**config.mk**
```make
export PLATFORM = sky130hd
export DESIGN_NAME = imm_ext_pipe
export DESIGN_NICKNAME = d
export VERILOG_FILES = /design/src/rtl/imm_ext_pkg.sv /design/src/rtl/imm_ext_decode.sv /design/src/rtl/imm_ext_pipe.sv
export SDC_FILE = /design/constraint.sdc
export NUM_CORES = 1
export LEC_CHECK = 0
export ABC_AREA = 1
export BUFFER_PORTS_ARGS = -buffer_cell sky130_fd_sc_hd__buf_2
export CELL_PAD_IN_SITES_DETAIL_PLACEMENT = 0
export CELL_PAD_IN_SITES_GLOBAL_PLACEMENT = 1
export CORE_UTILIZATION = 36
export CTS_BUF_LIST = sky130_fd_sc_hd__clkbuf_16
export CTS_CLUSTER_DIAMETER = 120
export CTS_CLUSTER_SIZE = 24
export DETAILED_ROUTE_END_ITERATION = 16
export PLACE_DENSITY_LB_ADDON = 0.1
export SETUP_SLACK_MARGIN = 0.05
export SLEW_MARGIN = 10
export SYNTH_ARGS = -nofsm -noshare
export SYNTH_HDL_FRONTEND = slang
export SYNTH_HIERARCHICAL = 1
export SYNTH_SLANG_ARGS = --single-unit
```
**constraint.sdc**
```tcl
create_clock -name clk -period 1.31 [get_ports clk]
set_input_delay 0.0655 -clock clk [delete_from_list [all_inputs] [get_ports clk]]
set_output_delay 0.0655 -clock clk [all_outputs]
set_load 0.02 [all_outputs]
```
**src/rtl/imm_ext_pkg.sv**
```systemverilog
// Shared types and encodings for the immediate-extension stage.
// Optional feature macro: IMM_EXT_RVC_EN (compressed-instruction immediates).
package imm_ext_pkg;

   // Immediate format reported alongside each extended immediate
   typedef enum logic [2:0] {
      IMM_NONE = 3'd0,
      IMM_I    = 3'd1,
      IMM_ISH  = 3'd2,
      IMM_S    = 3'd3,
      IMM_B    = 3'd4,
      IMM_U    = 3'd5,
      IMM_J    = 3'd6,
      IMM_CI   = 3'd7
   } imm_type_e;

   // Major opcodes, inst[6:2]
   localparam logic [4:0] OPC_LOAD      = 5'b00000;
   localparam logic [4:0] OPC_MISC_MEM  = 5'b00011;
   localparam logic [4:0] OPC_OP_IMM    = 5'b00100;
   localparam logic [4:0] OPC_AUIPC     = 5'b00101;
   localparam logic [4:0] OPC_OP_IMM_32 = 5'b00110;
   localparam logic [4:0] OPC_STORE     = 5'b01000;
   localparam logic [4:0] OPC_AMO       = 5'b01011;
   localparam logic [4:0] OPC_OP        = 5'b01100;
   localparam logic [4:0] OPC_LUI       = 5'b01101;
   localparam logic [4:0] OPC_OP_32     = 5'b01110;
   localparam logic [4:0] OPC_OP_FP     = 5'b10100;
   localparam logic [4:0] OPC_BRANCH    = 5'b11000;
   localparam logic [4:0] OPC_JALR      = 5'b11001;
   localparam logic [4:0] OPC_JAL       = 5'b11011;
   localparam logic [4:0] OPC_SYSTEM    = 5'b11100;

   // funct3 values selecting the shift-immediate forms
   localparam logic [2:0] F3_SLL = 3'b001;
   localparam logic [2:0] F3_SRX = 3'b101;

   // Compressed quadrants, inst[1:0]
   localparam logic [1:0] RVC_Q0 = 2'b00;
   localparam logic [1:0] RVC_Q1 = 2'b01;

   // Compressed funct3, inst[15:13]
   localparam logic [2:0] C_LW   = 3'b010;   // quadrant 0
   localparam logic [2:0] C_SW   = 3'b110;   // quadrant 0
   localparam logic [2:0] C_ADDI = 3'b000;   // quadrant 1
   localparam logic [2:0] C_LI   = 3'b010;   // quadrant 1
   localparam logic [2:0] C_LUI  = 3'b011;   // quadrant 1 (rd==x2 is C.ADDI16SP)
   localparam logic [2:0] C_J    = 3'b101;   // quadrant 1
   localparam logic [2:0] C_BEQZ = 3'b110;   // quadrant 1
   localparam logic [2:0] C_BNEZ = 3'b111;   // quadrant 1

   localparam logic [4:0] RVC_RD_SP = 5'd2;

   // True for the funct3 codes of the shift-immediate instructions
   function automatic logic is_shift_f3(input logic [2:0] f3);
      return (f3 == F3_SLL) || (f3 == F3_SRX);
   endfunction

endpackage

```
**src/rtl/imm_ext_decode.sv**
```systemverilog
// Combinational immediate decoder: instruction word -> extended immediate,
// format and illegal flag. Compressed immediates decoded when IMM_EXT_RVC_EN
// is defined; otherwise every non-32-bit encoding is reported illegal.
module imm_ext_decode
   import imm_ext_pkg::*;
#(
   parameter int XLEN = 32
) (
   input  logic [31:0]     inst,
   output logic [XLEN-1:0] imm,
   output logic [2:0]      imm_type,
   output logic            illegal
);

   imm_type_e  type_sel;
   logic [4:0] opcode;
   logic [2:0] funct3;

   assign opcode   = inst[6:2];
   assign funct3   = inst[14:12];
   assign imm_type = type_sel;

   // Classify the encoding and build its extended immediate; all outputs defaulted first
   always_comb begin
      imm      = '0;
      type_sel = IMM_NONE;
      illegal  = 1'b1;
      if (inst[1:0] == 2'b11) begin
         case (opcode)
            OPC_LOAD, OPC_JALR: begin
               imm      = XLEN'($signed(inst[31:20]));
               type_sel = IMM_I;
               illegal  = 1'b0;
            end
            OPC_OP_IMM: begin
               if (is_shift_f3(funct3)) begin
                  type_sel = IMM_ISH;
                  if (XLEN == 64) begin
                     imm     = XLEN'(inst[25:20]);
                     illegal = 1'b0;
                  end else begin
                     // shamt[5] set is reserved when only 32 shift positions exist
                     imm     = XLEN'(inst[24:20]);
                     illegal = inst[25];
                  end
               end else begin
                  imm      = XLEN'($signed(inst[31:20]));
                  type_sel = IMM_I;
                  illegal  = 1'b0;
               end
            end
            OPC_OP_IMM_32: begin
               // Word-sized ops exist only on the 64-bit datapath
               if (XLEN == 64) begin
                  if (is_shift_f3(funct3)) begin
                     imm      = XLEN'(inst[24:20]);
                     type_sel = IMM_ISH;
                     illegal  = inst[25];
                  end else begin
                     imm      = XLEN'($signed(inst[31:20]));
                     type_sel = IMM_I;
                     illegal  = 1'b0;
                  end
               end
            end
            OPC_STORE: begin
               imm      = XLEN'($signed({inst[31:25], inst[11:7]}));
               type_sel = IMM_S;
               illegal  = 1'b0;
            end
            OPC_BRANCH: begin
               imm      = XLEN'($signed({inst[31], inst[7], inst[30:25], inst[11:8], 1'b0}));
               type_sel = IMM_B;
               illegal  = 1'b0;
            end
            OPC_LUI, OPC_AUIPC: begin
               imm      = XLEN'($signed({inst[31:12], 12'b0}));
               type_sel = IMM_U;
               illegal  = 1'b0;
            end
            OPC_JAL: begin
               imm      = XLEN'($signed({inst[31], inst[19:12], inst[20], inst[30:21], 1'b0}));
               type_sel = IMM_J;
               illegal  = 1'b0;
            end
            OPC_OP, OPC_OP_32, OPC_SYSTEM, OPC_MISC_MEM, OPC_AMO, OPC_OP_FP: begin
               // Register/system forms: legal but carry no immediate
               illegal = 1'b0;
            end
            default: begin
               illegal = 1'b1;
            end
         endcase
      end else begin
`ifdef IMM_EXT_RVC_EN
         // Compressed encodings use only the low halfword
         case (inst[1:0])
            RVC_Q0: begin
               case (inst[15:13])
                  C_LW, C_SW: begin
                     imm      = XLEN'({inst[5], inst[12:10], inst[6], 2'b00});
                     type_sel = IMM_CI;
                     illegal  = 1'b0;
                  end
                  default: illegal = 1'b1;
               endcase
            end
            RVC_Q1: begin
               case (inst[15:13])
                  C_ADDI, C_LI: begin
                     imm      = XLEN'($signed({inst[12], inst[6:2]}));
                     type_sel = IMM_CI;
                     illegal  = 1'b0;
                  end
                  C_LUI: begin
                     // rd==x2 is the stack-adjust form, not handled here
                     if (inst[11:7] != RVC_RD_SP) begin
                        imm      = XLEN'($signed({inst[12], inst[6:2], 12'b0}));
                        type_sel = IMM_U;
                        illegal  = ({inst[12], inst[6:2]} == 6'd0);
                     end
                  end
                  C_J: begin
                     imm      = XLEN'($signed({inst[12], inst[8], inst[10:9], inst[6], inst[7],
                                               inst[2], inst[11], inst[5:3], 1'b0}));
                     type_sel = IMM_J;
                     illegal  = 1'b0;
                  end
                  C_BEQZ, C_BNEZ: begin
                     imm      = XLEN'($signed({inst[12], inst[6:5], inst[2], inst[11:10],
                                               inst[4:3], 1'b0}));
                     type_sel = IMM_B;
                     illegal  = 1'b0;
                  end
                  default: illegal = 1'b1;
               endcase
            end
            default: illegal = 1'b1;
         endcase
`else
         // Compressed encodings unsupported in this build
         imm      = '0;
         type_sel = IMM_NONE;
         illegal  = 1'b1;
`endif
      end
   end

endmodule

```
**src/rtl/imm_ext_pipe.sv**
```systemverilog
// Registered immediate-extension stage with a 2-entry skid buffer.
// Decode happens on the input side; the main entry drives the outputs and the
// skid entry absorbs one transfer while the output is stalled, so in_ready can
// be a flop. Optional feature macro: IMM_EXT_RVC_EN (see imm_ext_decode).
module imm_ext_pipe
   import imm_ext_pkg::*;
#(
   parameter int XLEN  = 32,
   parameter int TAG_W = 8
) (
   input  logic             clk,
   input  logic             rst_n,
   input  logic             flush_i,
   input  logic             in_valid,
   output logic             in_ready,
   input  logic [31:0]      in_inst,
   input  logic [TAG_W-1:0] in_tag,
   output logic             out_valid,
   input  logic             out_ready,
   output logic [XLEN-1:0]  out_imm,
   output logic [2:0]       out_type,
   output logic             out_illegal,
   output logic [TAG_W-1:0] out_tag
);

   logic [XLEN-1:0]  dec_imm;
   logic [2:0]       dec_type;
   logic             dec_illegal;

   logic             main_valid_q,   main_valid_d;
   logic [XLEN-1:0]  main_imm_q,     main_imm_d;
   logic [2:0]       main_type_q,    main_type_d;
   logic             main_illegal_q, main_illegal_d;
   logic [TAG_W-1:0] main_tag_q,     main_tag_d;

   logic             skid_valid_q,   skid_valid_d;
   logic [XLEN-1:0]  skid_imm_q,     skid_imm_d;
   logic [2:0]       skid_type_q,    skid_type_d;
   logic             skid_illegal_q, skid_illegal_d;
   logic [TAG_W-1:0] skid_tag_q,     skid_tag_d;

   logic             in_ready_q,     in_ready_d;
   logic             in_fire;
   logic             out_fire;

   imm_ext_decode #(
      .XLEN(XLEN)
   ) u_decode (
      .inst     (in_inst),
      .imm      (dec_imm),
      .imm_type (dec_type),
      .illegal  (dec_illegal)
   );

   assign in_fire  = in_valid && in_ready_q;
   assign out_fire = main_valid_q && out_ready;

   // Next-state of both entries: flush first, then fill/drain keeping FIFO order
   always_comb begin
      main_valid_d   = main_valid_q;
      main_imm_d     = main_imm_q;
      main_type_d    = main_type_q;
      main_illegal_d = main_illegal_q;
      main_tag_d     = main_tag_q;
      skid_valid_d   = skid_valid_q;
      skid_imm_d     = skid_imm_q;
      skid_type_d    = skid_type_q;
      skid_illegal_d = skid_illegal_q;
      skid_tag_d     = skid_tag_q;

      if (flush_i) begin
         main_valid_d = 1'b0;
         skid_valid_d = 1'b0;
      end else if (!main_valid_q || (out_fire && !skid_valid_q)) begin
         // Main is free (or leaving with nothing behind it): new input goes straight in
         main_valid_d = in_fire;
         if (in_fire) begin
            main_imm_d     = dec_imm;
            main_type_d    = dec_type;
            main_illegal_d = dec_illegal;
            main_tag_d     = in_tag;
         end
      end else if (out_fire) begin
         // Skid holds the older entry; in_ready was low so no input this cycle
         main_valid_d   = 1'b1;
         main_imm_d     = skid_imm_q;
         main_type_d    = skid_type_q;
         main_illegal_d = skid_illegal_q;
         main_tag_d     = skid_tag_q;
         skid_valid_d   = 1'b0;
      end else if (in_fire) begin
         // Output stalled: park the new input behind main
         skid_valid_d   = 1'b1;
         skid_imm_d     = dec_imm;
         skid_type_d    = dec_type;
         skid_illegal_d = dec_illegal;
         skid_tag_d     = in_tag;
      end

      in_ready_d = !skid_valid_d;
   end

   // Entry and ready flops; reset empties everything and clears the output data
   always_ff @(posedge clk or negedge rst_n) begin
      if (!rst_n) begin
         main_valid_q   <= 1'b0;
         main_imm_q     <= '0;
         main_type_q    <= IMM_NONE;
         main_illegal_q <= 1'b0;
         main_tag_q     <= '0;
         skid_valid_q   <= 1'b0;
         skid_imm_q     <= '0;
         skid_type_q    <= IMM_NONE;
         skid_illegal_q <= 1'b0;
         skid_tag_q     <= '0;
         in_ready_q     <= 1'b1;
      end else begin
         main_valid_q   <= main_valid_d;
         main_imm_q     <= main_imm_d;
         main_type_q    <= main_type_d;
         main_illegal_q <= main_illegal_d;
         main_tag_q     <= main_tag_d;
         skid_valid_q   <= skid_valid_d;
         skid_imm_q     <= skid_imm_d;
         skid_type_q    <= skid_type_d;
         skid_illegal_q <= skid_illegal_d;
         skid_tag_q     <= skid_tag_d;
         in_ready_q     <= in_ready_d;
      end
   end

   assign in_ready    = in_ready_q;
   assign out_valid   = main_valid_q;
   assign out_imm     = main_imm_q;
   assign out_type    = main_type_q;
   assign out_illegal = main_illegal_q;
   assign out_tag     = main_tag_q;

endmodule

```
* Word-level counts from Yosys, hierarchy flattened
Cells that the tools add are included.
Cells by class: bitwise gates (word level) 3, muxes and demuxes 28, equal/unequal tests 17, reduce and logical (&&, ||, !) cells 16
Operators with widths (count):
- case mux 32 bit (6 select lines) | 1
- two-way mux 32 bit | 5
- == test 5 x 4 -> 1 bit, second input constant | 5
- == test 5 bit, second input constant | 5
- two-way mux 8 bit | 3
- case mux 3 bit (6 select lines) | 1
- OR reduction 13 bit | 1
- two-way mux 1 bit | 12
- two-way mux 3 bit | 4
- == test 5 x 3 -> 1 bit, second input constant | 2
- == test 5 x 2 -> 1 bit, second input constant | 1
- zero test 5 bit | 1
- AND reduction 4 bit | 1
- OR reduction 2 bit | 2
- == test 3 x 1 -> 1 bit, second input constant | 1
- == test 3 bit, second input constant | 1
- logical AND 1 bit | 3
- zero test 1 bit | 3
- NOT 1 bit | 3
- AND reduction 3 bit | 1
- nonzero test 3 bit | 1
- == test 2 bit, second input constant | 1
- logical OR 1 bit | 2
- two-way mux 2 bit | 1
- 3 further kinds | 3
Word-level totals: output and inout bits 46, register bits 91, word-level logic and storage cells 75

* Longest topological paths before layout
word-level depth 7, depth in mapped cells 13

* Hierarchy
Netlist, hierarchy kept.
By module, submodules not included:
- imm_ext_pipe | seq. area each 2278.4 µm², area each 4236.6 µm², times used 1, cells an instance 541
- imm_ext_decode | seq. area each 0.0 µm², area each 925.9 µm², times used 1, cells an instance 190

* Least setup slack after synthesis
Ideal clock, no wire load.
kind reg2reg, from register in_ready_q (netlist: in_ready), to register skid_imm_q[4], buffers on the path 1, path slack -0.130 ns, cell stages (with the launch flop) 7, setup time 0.117 ns, required time 1.193 ns, arrival 1.323 ns, cells stage by stage dfstp_2 -> nand2_1 -> nor2_4 -> nand2_2 -> buf_2 -> nand2_1 -> nand2_1
Between the ends: word-level cells in the longest chain between the ends 2
Ends and longest elaborated chain:
- from (decl) | line imm_ext_pipe.sv:42 | logic in_ready_q, in_ready_d;
- from (signal assigned) | line imm_ext_pipe.sv:128 | in_ready_q <= in_ready_d;
- logical AND 1 bit | line imm_ext_pipe.sv:55 | assign in_fire = in_valid && in_ready_q;
- AND reduction 4 bit (no line)
- to (signal assigned) | line imm_ext_pipe.sv:124 | skid_imm_q <= skid_imm_d;
- to (decl) | line imm_ext_pipe.sv:37 | logic [XLEN-1:0] skid_imm_q, skid_imm_d;
Every way passes these cells. A chain may end at the register's enable or synchronous reset.

* Worst setup path after layout
from register in_ready_q (netlist: in_ready), to register main_tag_q[3] (netlist: out_tag[3])
Between the ends: word-level cells in the longest chain between the ends 3
Ends and longest elaborated chain:
- logical AND 1 bit | line imm_ext_pipe.sv:55
- inequality test 2 bit (no line)
- AND reduction 3 bit (no line)
- to (signal assigned) | line imm_ext_pipe.sv:122 | main_tag_q <= main_tag_d;
- to (decl) | line imm_ext_pipe.sv:34 | logic [TAG_W-1:0] main_tag_q, main_tag_d;
Every way passes these cells.

==> results.ini <==
[outcome]
outcome = complete, but fails checks
violations = negative setup slack

[worst_hold_path]
min-delay-path-class = in2reg

[timing]
fin_crit_ps = 1350
setup_viol = 70
tightest_slew_ps = 429
finalClockSkew_ps = 6.78
timing.final.crit_share_pct = 103
fin_hold_ws_ps = 30.0
grt_setup_unrepaired = yes
timing.setup.tns_ps = -1190
fmax_mhz = 741
relSlewSlack_pct = 71.4
finalHoldViolCount = 0
setup_slack_ps = -39.7
slew_violations = 0

[layout]
stdcell_area_sq_um = 6690
layout_commonest_cell = nand2_1
fin_nets = 885
area.growth.synth_to_final_pct = 29.6
final_cell_mix = nand2_1, nand3_1, buf_2, dfrtp_1, nor2_1
antenna_cells = 0
drive_above_1_share_pct = 24.9
utilization_pct = 48.0

[clock_network]
cts_tree = done
cts_root_buf = clkbuf_16
cts_sinks = 91
cts_buffer_depth = 2
clock_latency_ps = 350
cts_buffers = 9
htree_levels = 3
clkTransAtPathRegs_ps = 70

[route]
drt.antenna.violating_nets = 0
drt-vias-per-instance = 5.05
wirelength_microns = 16200
avgRoutedWirePerCell_microns = 15.8
num_vias = 5179
drc = 0
drtPass1Iterations = 5
drtIter0Drc = 415

[job]
timing.max_cap.violations = 0

[floorplan]
die_area_sq_um = 14800
io_pins = 91
std_cell_rows = 43
die_y_microns = 122
start_util_pct = 37.0
core-area_sq_um = 13900
fp.dieW_microns = 122

[synth]
yosys-top-cells-area = dfrtp_1, nand2_1, nand3_1, nor2_1, buf_6
synth_compound_gate_area_share_pct = 2.47
syn_avg_cell_area_sq_um = 7.06
syn-num-nets = 776
synth_cells = 731
ys_seq_area_share_pct = 44.1
synth_mux_area_share_pct = 0
synthSimpleGateAreaFrac_pct = 45.9
synth_fa_ha_area_share_pct = 0
synth_top_family_by_area = simple AND/OR/NAND/NOR gates
synth_seq_cells = 91
synth_top_area_share_pct = 43.6
synth_xor_area_share_pct = 0
ys_types = 25
synth_top_cell_by_area = dfrtp_1
synth_area_sq_um = 5160
yosys_warnings = 6

[setup_path]
crit_type = reg2reg
r2r_slack_ps = -40
cp.arrival_ps = 1590
worst_setup_path_end_kind = flip-flop
crit_required_ps = 1550
critPathMaxFanout = 14
crit_path_start_kind = flip-flop

[power_and_ir_drop]
power.density_nw_per_um2 = 1090
p_leak_nw = 3.74
peakVddDrop_mv = 0.565

[placement]
placement.io_buffers = 90
place_hpwl_microns = 10600
place_area_sq_um = 6010
pre_cts_slack_ps = -144
place.gp.congestion = 0.898

[global_routing]
grt_max_degree = 45
grt_overflow = 0
grt_usage_pct = 22.6
grt_pass1_wl_microns = 26000
antenna_found_initial = 0
grt_pass1_vias = 4934

==> metrics by stage <==
stage,total power [mW],cells
final,7.26,1025
after global routing,7.62,1025
after CTS,7.29,1022
after detailed placement,4.37,993
after global placement,4.36,993
after floorplan,3.86,731
==> path summary, 6_finish.rpt <==
path,from,depth (start not counted),to
setup / recovery,in_ready,7,out_tag[3]
hold / removal,in_valid,3,out_valid
setup reg to reg,in_ready,7,out_tag[3]
hold reg to reg,skid_imm_q[17],2,skid_imm_q[17]
max in group asynchronous,rst_n,3,skid_type_q[2]
min in group asynchronous,rst_n,2,out_imm[2]
==> cell type report <==
| type | instances | area (sq um) |
|---|---|---|
| Sequential cell | 91 | 2280 |
| Inverter | 14 | 53.8 |
| Timing Repair Buffer | 149 | 1180 |
| Tap cell | 180 | 225 |
| Clock inverter | 7 | 90.1 |
| Fill cell | 1437 | 7250 |
| Clock buffer | 9 | 225 |
| Multi-Input combinational cell | 575 | 2630 |
==> registers in the layout, summed over array words and instances, names as in the netlist <==
name            flops
skid_imm_q         32
skid_tag_q          8
out_illegal         1
out_tag             8
skid_valid_q        1
skid_type_q         3
out_valid           1
skid_illegal_q      1
out_imm            32
in_ready            1
out_type            3
==> critical path: stages (launching register included) <==
cell and delay (ps):
dfstp_2 550, nand2_4 80, buf_4 140, nand2_4 80, nand2_8 80, clkbuf_16 190, nand2_1 70, nand2_1 50
==> synthesized netlist by cell type (all sizes together) <==
library cell	instances
inv	13
dfstp	1
a21oi	10
o21bai	1
o21ai	8
dfrtp	90
buf	43
nand2	352
a21boi	1
nand4	22
nor2	61
nand3	116
clkbuf	8
nor3	4
clkinv	1
==> power breakdown <==
| group | leakage (nW) | switching [mW] | internal [mW] |
|---|---|---|---|
| clock | 0.155 | 1.15 | 1.67 |
| combinational | 2.35 | 0.831 | 0.496 |
| sequential | 1.23 | 0.115 | 3.00 |
==> routing by layer <==
layer,track usage [%],vias to the layer above,share of wire [%]
li1,-,2553,-
met1,32.8,2455,49
met2,34.5,157,45
met3,4.45,14,5.2
met4,4.94,0,0.98
met5,0,-,0
==> repair_timing <==
item                                    CTS  global route
setup buffers                             2             0
pin swaps                                 2             6
endpoints found under the setup margin   80            90
endpoints found under the hold margin    36             0
cloned                                    1             3
resized for setup                        27            18
hold buffers                             10             0
==> cells by family after synthesis <==
| kind of cell | after synthesis |
|---|---|
| buffers and inverters | 65 |
| and+or+nand+nor | 555 |
| DFF | 91 |
| AOI/OAI and AO/OA | 20 |
Power figures use the tool's default switching activity.
